<file path="src/rtl/arb_pkg.sv">
// Shared types and helpers for the 8-way round-robin arbiter.
// Holds the FSM state type and the rotating priority search.
package arb_pkg;

  typedef enum logic {IDLE, GRANT} arb_state_t;

  localparam int N_REQ = 8;
  localparam int IDX_W = 3;

  // First set request at or after ptr, wrapping modulo N_REQ.
  function automatic logic [IDX_W-1:0] rr_pick(
    input logic [N_REQ-1:0] req,
    input logic [IDX_W-1:0] ptr
  );
    logic [IDX_W-1:0] k;
    logic [IDX_W-1:0] res;
    logic             found;
    res   = ptr;
    found = 1'b0;
    for (int i = 0; i < N_REQ; i++) begin
      k = ptr + IDX_W'(i);
      if (!found && req[k]) begin
        res   = k;
        found = 1'b1;
      end
    end
    return res;
  endfunction

endpackage

</file>
<file path="src/rtl/decoder3to8.sv">
// Enabled 3-to-8 one-hot decoder.
// Output is all zero while en is low.
module decoder3to8 (
  input  logic [2:0] A,
  input  logic       en,
  output logic [7:0] Y
);

  assign Y = en ? (8'h01 << A) : 8'h00;

endmodule

</file>
<file path="src/rtl/rr_arbiter8.sv">
// Round-robin arbiter: 8 requesters share one select resource.
// Grant is held until done, request withdrawal, or hold limit.
module rr_arbiter8
  import arb_pkg::*;
#(
  parameter int MAX_HOLD = 16,
  parameter int HOLD_W   = 8
) (
  input  logic             clk,
  input  logic             rst,
  input  logic [N_REQ-1:0] req,
  input  logic             done,
  output logic [N_REQ-1:0] gnt,
  output logic [IDX_W-1:0] gnt_idx,
  output logic             gnt_valid,
  output logic             timeout
);

  arb_state_t        r_state;
  arb_state_t        w_next;
  logic [IDX_W-1:0]  r_ptr;
  logic [IDX_W-1:0]  r_idx;
  logic [HOLD_W-1:0] r_hold;
  logic [IDX_W-1:0]  w_pick;
  logic              w_rel;
  logic              w_to;
  logic              w_en;

  assign w_pick = rr_pick(req, r_ptr);
  assign w_en   = (r_state == GRANT);

  always_ff @(posedge clk) begin
    if (rst) begin
      r_state <= IDLE;
      r_ptr   <= '0;
      r_idx   <= '0;
      r_hold  <= '0;
    end else begin
      r_state <= w_next;
      unique case (r_state)
        IDLE: begin
          if (|req) begin
            r_idx  <= w_pick;
            r_hold <= '0;
          end
        end
        GRANT: begin
          r_hold <= r_hold + HOLD_W'(1);
          if (w_rel)
            r_ptr <= r_idx + IDX_W'(1);
        end
        default: ;
      endcase
    end
  end

  // done beats withdrawal beats the hold limit, so timeout
  // only fires when the owner is still requesting.
  always_comb begin
    w_next = r_state;
    w_rel  = 1'b0;
    w_to   = 1'b0;
    unique case (r_state)
      IDLE: begin
        if (|req)
          w_next = GRANT;
      end
      GRANT: begin
        if (done) begin
          w_rel = 1'b1;
        end else if (!req[r_idx]) begin
          w_rel = 1'b1;
        end else if (r_hold == HOLD_W'(MAX_HOLD - 1)) begin
          w_rel = 1'b1;
          w_to  = 1'b1;
        end
        if (w_rel)
          w_next = IDLE;
      end
      default: w_next = IDLE;
    endcase
  end

  decoder3to8 u_dec (
    .A  (r_idx),
    .en (w_en),
    .Y  (gnt)
  );

  assign gnt_idx   = r_idx;
  assign gnt_valid = w_en;
  assign timeout   = w_to;

endmodule

</file>
<file path="config.mk">
export PLATFORM = sky130hd
export DESIGN_NAME = rr_arbiter8
export DESIGN_NICKNAME = d
export VERILOG_FILES = /design/src/rtl/arb_pkg.sv /design/src/rtl/decoder3to8.sv /design/src/rtl/rr_arbiter8.sv
export SDC_FILE = /design/constraint.sdc
export NUM_CORES = 1
export LEC_CHECK = 0
export CORE_AREA = 2 2 81 52
export DETAILED_ROUTE_END_ITERATION = 8
export DIE_AREA = 0 0 83 54
export PLACE_DENSITY_LB_ADDON = 0.12
export SYNTH_ARGS = -nofsm -noshare
export SYNTH_HDL_FRONTEND = slang
export SYNTH_SLANG_ARGS = --single-unit
</file>
<file path="constraint.sdc">
create_clock -name clk -period 3.5 [get_ports clk]
set_clock_uncertainty 0.2 [all_clocks]
set_input_delay 0.7 -clock clk [delete_from_list [all_inputs] [get_ports clk]]
set_output_delay 0.7 -clock clk [all_outputs]
set_load 0.05 [all_outputs]
</file>
# After elaboration in Yosys (flattened, before gate mapping)

Index checks and enable logic that the tools add are counted.

Register bits after elaboration: 15
Bits of input ports: 11
Output and inout bits: 13

Shift operators: 1
Reduce and logical (&&, ||, !) cells: 17
Equality and inequality tests: 2
Add/subtract/negate cells: 9
Mux-type cells: 46
Bitwise gates (word level): 1
$lt $le $gt $ge: 9

Operator list:

| kind                | count |
|---|---|
| $lt 3x4->1 const B  | 9 |
| $bmux 1 s3          | 9 |
| $mux 1              | 26 |
| $mux 3              | 7 |
| $mux 8              | 2 |
| $pmux 8 s2          | 1 |
| $add 3x3->3 const B | 4 |
| $add 8x1->8 const B | 1 |
| $eq 8x4->1 const B  | 1 |
| $reduce_or 8->1     | 1 |
| $shl 1x3->8 const A | 1 |
| $logic_and 1x1->1   | 7 |
| $logic_not 1->1     | 7 |
| $add 3x1->3 const B | 2 |
| $add 3x2->3 const B | 2 |
| $reduce_and 2->1    | 2 |
| $ne 2x2->1 const B  | 1 |
| $pmux 1 s2          | 1 |
| $not 1->1           | 1 |

# Depth between registers and ports, before layout

Word-level depth: 24
Mapped depth: 11
Gate-level depth less buffers: 9

# By module

From an unflattened synthesis, not the netlist that was laid out.

Cell total of the unflattened synthesis: 189
Area, all modules: 1,749.2 sq um

Modules (own cells, without submodules):

| module      | instances | cells an instance | area each (sq um) |
|---|---|---|---|
| rr_arbiter8 | 1         | 181               | 1,654.1 |
| decoder3to8 | 1         | 8                 | 95.1 |

# Worst setup path after synthesis

No wires, ideal clock.

Path kind: register -> output
From: register r_state (netlist: gnt_valid)
To: output port timeout
Path slack: -0.222 ns
Stages on the path, launching flop included: 4
Data required time: 2.600 ns
Data arrival time: 2.822 ns
Path buffers: 2
Cells stage by stage: dfxtp_1 > clkbuf_1 > clkbuf_1 > nor4b_1

Cells in the longest elaborated chain, start to end: 1

RTL lines:

| item                     | RTL line          | source |
|---|---|---|
| start: declaration       | rr_arbiter8.sv:19 | `arb_state_t r_state;` |
| start signal: assignment | rr_arbiter8.sv:39 | `r_state <= w_next;` |
| $mux 1                   | rr_arbiter8.sv:63 | `unique case (r_state)` |
| end: declaration         | rr_arbiter8.sv:16 | `output logic timeout` |

Every way passes these cells.

# Worst setup path in the final report

From: input port req[7]
To: register r_idx[2] (netlist: gnt_idx[2])

Cells in the longest elaborated chain, start to end: 24

RTL lines:

| item                         | RTL line          | source |
|---|---|---|
| start: declaration           | rr_arbiter8.sv:11 | `input logic [N_REQ-1:0] req,` |
| $bmux 1 s3                   | arb_pkg.sv:22     | `if (!found && req[k]) begin` |
| $mux 1 (implied by the code) | arb_pkg.sv:22     |  |
| $mux 1                       | arb_pkg.sv:22     |  |
| $logic_not 1->1              | arb_pkg.sv:22     |  |
| $logic_and 1x1->1            | arb_pkg.sv:22     |  |
| $mux 1                       | arb_pkg.sv:22     |  |
| $logic_not 1->1              | arb_pkg.sv:22     |  |
| $logic_and 1x1->1            | arb_pkg.sv:22     |  |
| (+8 left out)                | -                 |  |
| $logic_and 1x1->1            | arb_pkg.sv:22     |  |
| $mux 1                       | arb_pkg.sv:22     |  |
| $logic_not 1->1              | arb_pkg.sv:22     |  |
| $logic_and 1x1->1            | arb_pkg.sv:22     |  |
| $mux 1                       | arb_pkg.sv:22     |  |
| $logic_not 1->1              | arb_pkg.sv:22     |  |
| $logic_and 1x1->1            | arb_pkg.sv:22     |  |
| $mux 3                       | arb_pkg.sv:22     |  |
| end signal: assignment       | rr_arbiter8.sv:43 | `r_idx <= w_pick;` |
| end: declaration             | rr_arbiter8.sv:22 | `logic [IDX_W-1:0] r_idx;` |

Several ways; a longest one is shown, not always the timed one. The select of a mux whose other input is x is not followed.
A chain may end at the register's enable or synchronous reset.

==> run summary <==
### Logic synthesis
- Mean Syn Cell Area: 9.38 sq um
- number of flops mapped to enable cells by yosys: 0
- sequential cell area fraction in the yosys report: 0.165
- share of flip-flops with an asynchronous set or reset: 0
- flop and latch count out of synthesis: 15
- most frequently used flop master after synthesis: sky130_fd_sc_hd__dfxtp_1
- netlist area before placement: 1820 sq um
- synth warn: 0
- Post-Synthesis Cells: 194
- syn_nets: 214
- number of different library cells in the post-synthesis netlist: 61

### Worst setup path
- largest stage delay on the critical path: 510 ps
- Critical Path End: gnt_idx[2]
- Buf+Inv Stages, Crit Path: 2
- crit path capture type: flip-flop
- CP max-delay cell: sky130_fd_sc_hd__clkdlybuf4s50_1
- list of cells traversed by the critical path: clkdlybuf4s50_1 -> mux4_1 -> mux2_2 -> o32ai_4 -> buf_4 -> nand3_4 -> o41ai_4 -> a2111oi_1 -> nor3_2
- arrival time at the worst endpoint: 3300 ps
- critical path depth in cells: 9
- nature of the critical path startpoint: primary input
- startpoint of the lowest-slack register-to-register path: r_ptr[0]
- required arrival time at the worst endpoint: 3480 ps
- launching instance or port of the critical path: req[7]
- path depth of the worst reg2reg path: 11
- category of cells accounting for the largest share of critical-path delay: multiplexers
- Max Fanout on Critical Path: 6
- kind of critical path: primary input to flip-flop
- Worst R2R Setup Slack: 250 ps
- Worst R2R End: gnt_idx[2]

### Die
- count of boundary I/O pins: 24
- starting density of the core: 0.473
- Rows: 18
- horizontal die dimension: 83 um
- height of the die: 54 um
- die area: 4480 sq um
- Core Area: 3850 sq um

### Layout
- Syn-to-layout area delta: 24.4%
- final design utilization: 0.588
- Post-layout nets: 251
- commonest non-fill, non-tap cell in the layout: sky130_fd_sc_hd__clkdlybuf4s50_1
- most frequent cells in the layout: 22 x sky130_fd_sc_hd__clkdlybuf4s50_1, 20 x sky130_fd_sc_hd__nor2_1, 19 x sky130_fd_sc_hd__buf_4
- diode insertion count for antenna repair: 0
- proportion of layout cells with a drive suffix above 1: 0.243

### Drt
- remaining antenna violation count after routing: 0
- top sig layer: met4
- routed metal-1 wirelength: 2490 um
- number of detailed-route iterations in the first pass: 4
- via count normalized by instance count: 6.02
- amount of wire on met2 after detailed routing: 1950 um
- number of remaining DRC errors: 0
- DRT Wirelength: 4750 um
- detailed router's first-iteration violation count: 110
- DR WL met3: 297 um
- total vias in the final route: 1,686
- routed len/inst: 17.0 um

### Pwr
- maximum vdd ir drop: 0.370 mV
- static power due to leakage: 0.888 nW
- Final Power: 1.30 mW
- power per cell area: 574 nW/um^2

### Global routing
- first-pass GRT wire length: 7560 um
- largest net degree at the start of global routing: 21
- initial antenna violation count: 0
- combined global-route utilization of all metal layers: 0.215
- number of global-route vias before repair: 1,456
- Overflow after GRT: 0

### Timing
- post-route setup slack: 175 ps
- final setup fails: 0
- minimum clock period: 3330 ps
- setup_tns: 0 ps
- RSZ-0062 raised after global routing: false
- ratio of final minimum period to clock period: 0.950
- Slew HR: 0.523
- worst slew pin tran: 715 ps
- top achievable clock speed: 301 MHz
- number of pins exceeding their max-slew limit in the final report: 0
- hold violation total from the final report: 0

### Place
- worst setup slack before clock tree synthesis: -57.7 ps
- final weighted congestion in routability-driven placement: 0.853
- quantity of I/O buffers inserted on ports: 23
- DP Wirelength: 3660 um

### Clock network
- CTS buffer count: 3
- count of H-tree levels built during CTS: 1
- setup repair bufs after CTS: 0
- maximum root-to-sink buffer count: 2
- count of hold buffers inserted by post-cts repair: 0
- later-pin clock latency in the skew report: 250 ps
- CTS sink cnt: 15
- Clk pin slew, worst setup/hold paths: 60 ps
- CTS tree: built
- clock tree root buffer cell: sky130_fd_sc_hd__clkbuf_8

### Worst hold path
- class of the worst hold path: flip-flop to flip-flop

### Run
- Max-cap violations: 0

### Outcome
- outcome: completed

==> Yosys cell counts, drive strengths merged, types with 5 or more instances <==
library cell  number  share of area
clkbuf             5          0.016
nand2             14          0.029
nand3              7          0.026
mux4              14           0.18
inv                9          0.019
buf                5          0.025
and2               5          0.017
and3               5          0.017
mux2i             12          0.070
ha                 9          0.062
dfxtp             15           0.16
nor2              20          0.041
a21oi             14          0.041
==> how the worst min path moves through the flow <==
| stage | cells after the start | slack (ps) | startpoint | end |
|---|---|---|---|---|
| floorplan | 1 | 260 | r_hold[2] | r_hold[2] |
| global placement | 2 | 280 | r_hold[6] | r_hold[6] |
| detailed placement | 1 | 300 | r_hold[2] | r_hold[2] |
| CTS | 1 | 300 | r_hold[2] | r_hold[2] |
| global route | 2 | 330 | r_hold[6] | r_hold[6] |
| finish | 1 | 300 | r_hold[2] | r_hold[2] |
==> flip-flops by register name (all words and copies together) (netlist names) <==
| signal | cells |
|---|---|
| r_hold | 8 |
| r_ptr | 3 |
| gnt_valid | 1 |
| gnt_idx | 3 |
==> area by class of cell <==
class                   instances  area [sq um]
fillers                       349          1590
multi-input cells             159          1420
repair buffers                 42           383
flip-flops and latches         15           300
well taps                      50          62.6
inverters                      10          51.3
clock buffers                   4          45.0
==> metal layers <==
metal | up-vias | global-route usage
li1 | 812 | -
met1 | 823 | 0.329
met2 | 49 | 0.320
met3 | 2 | 0.0460
met4 | 0 | 0.0246
met5 | - | 0
==> per-stage QoR <==
step                cells  instance area, sq um  hold slack, ps
floorplan             194                  1830             258
global placement      276                  2200             283
detailed placement    276                  2200             295
CTS                   280                  2240             303
global route          280                  2260             327
finish                280                  2260             305
==> what timing repair did <==
item / 4_1_cts / 5_1_grt
gates resized for setup: 0 / 3
endpoints found under the hold margin: 0 / 0
setup endpoints to repair: 0 / 3
==> power by group <==
part	leakage (nW)	total, mW	internal (mW)	switching (mW)
Sequential	0.122	0.247	0.193	0.0533
Clock	0.0228	0.142	0.0806	0.0611
Combinational	0.743	0.911	0.421	0.491
==> cell families after synthesis <==
kind of cell / synth area share
and+or+nand+nor: 0.244
AOI/OAI and AO/OA: 0.159
muxes: 0.280
buffers and inverters: 0.0701
DFF: 0.165
adders and majority gates: 0.0619
xor gates and xnor gates: 0.0192
No activity file was read; power rests on OpenSTA's default activity.
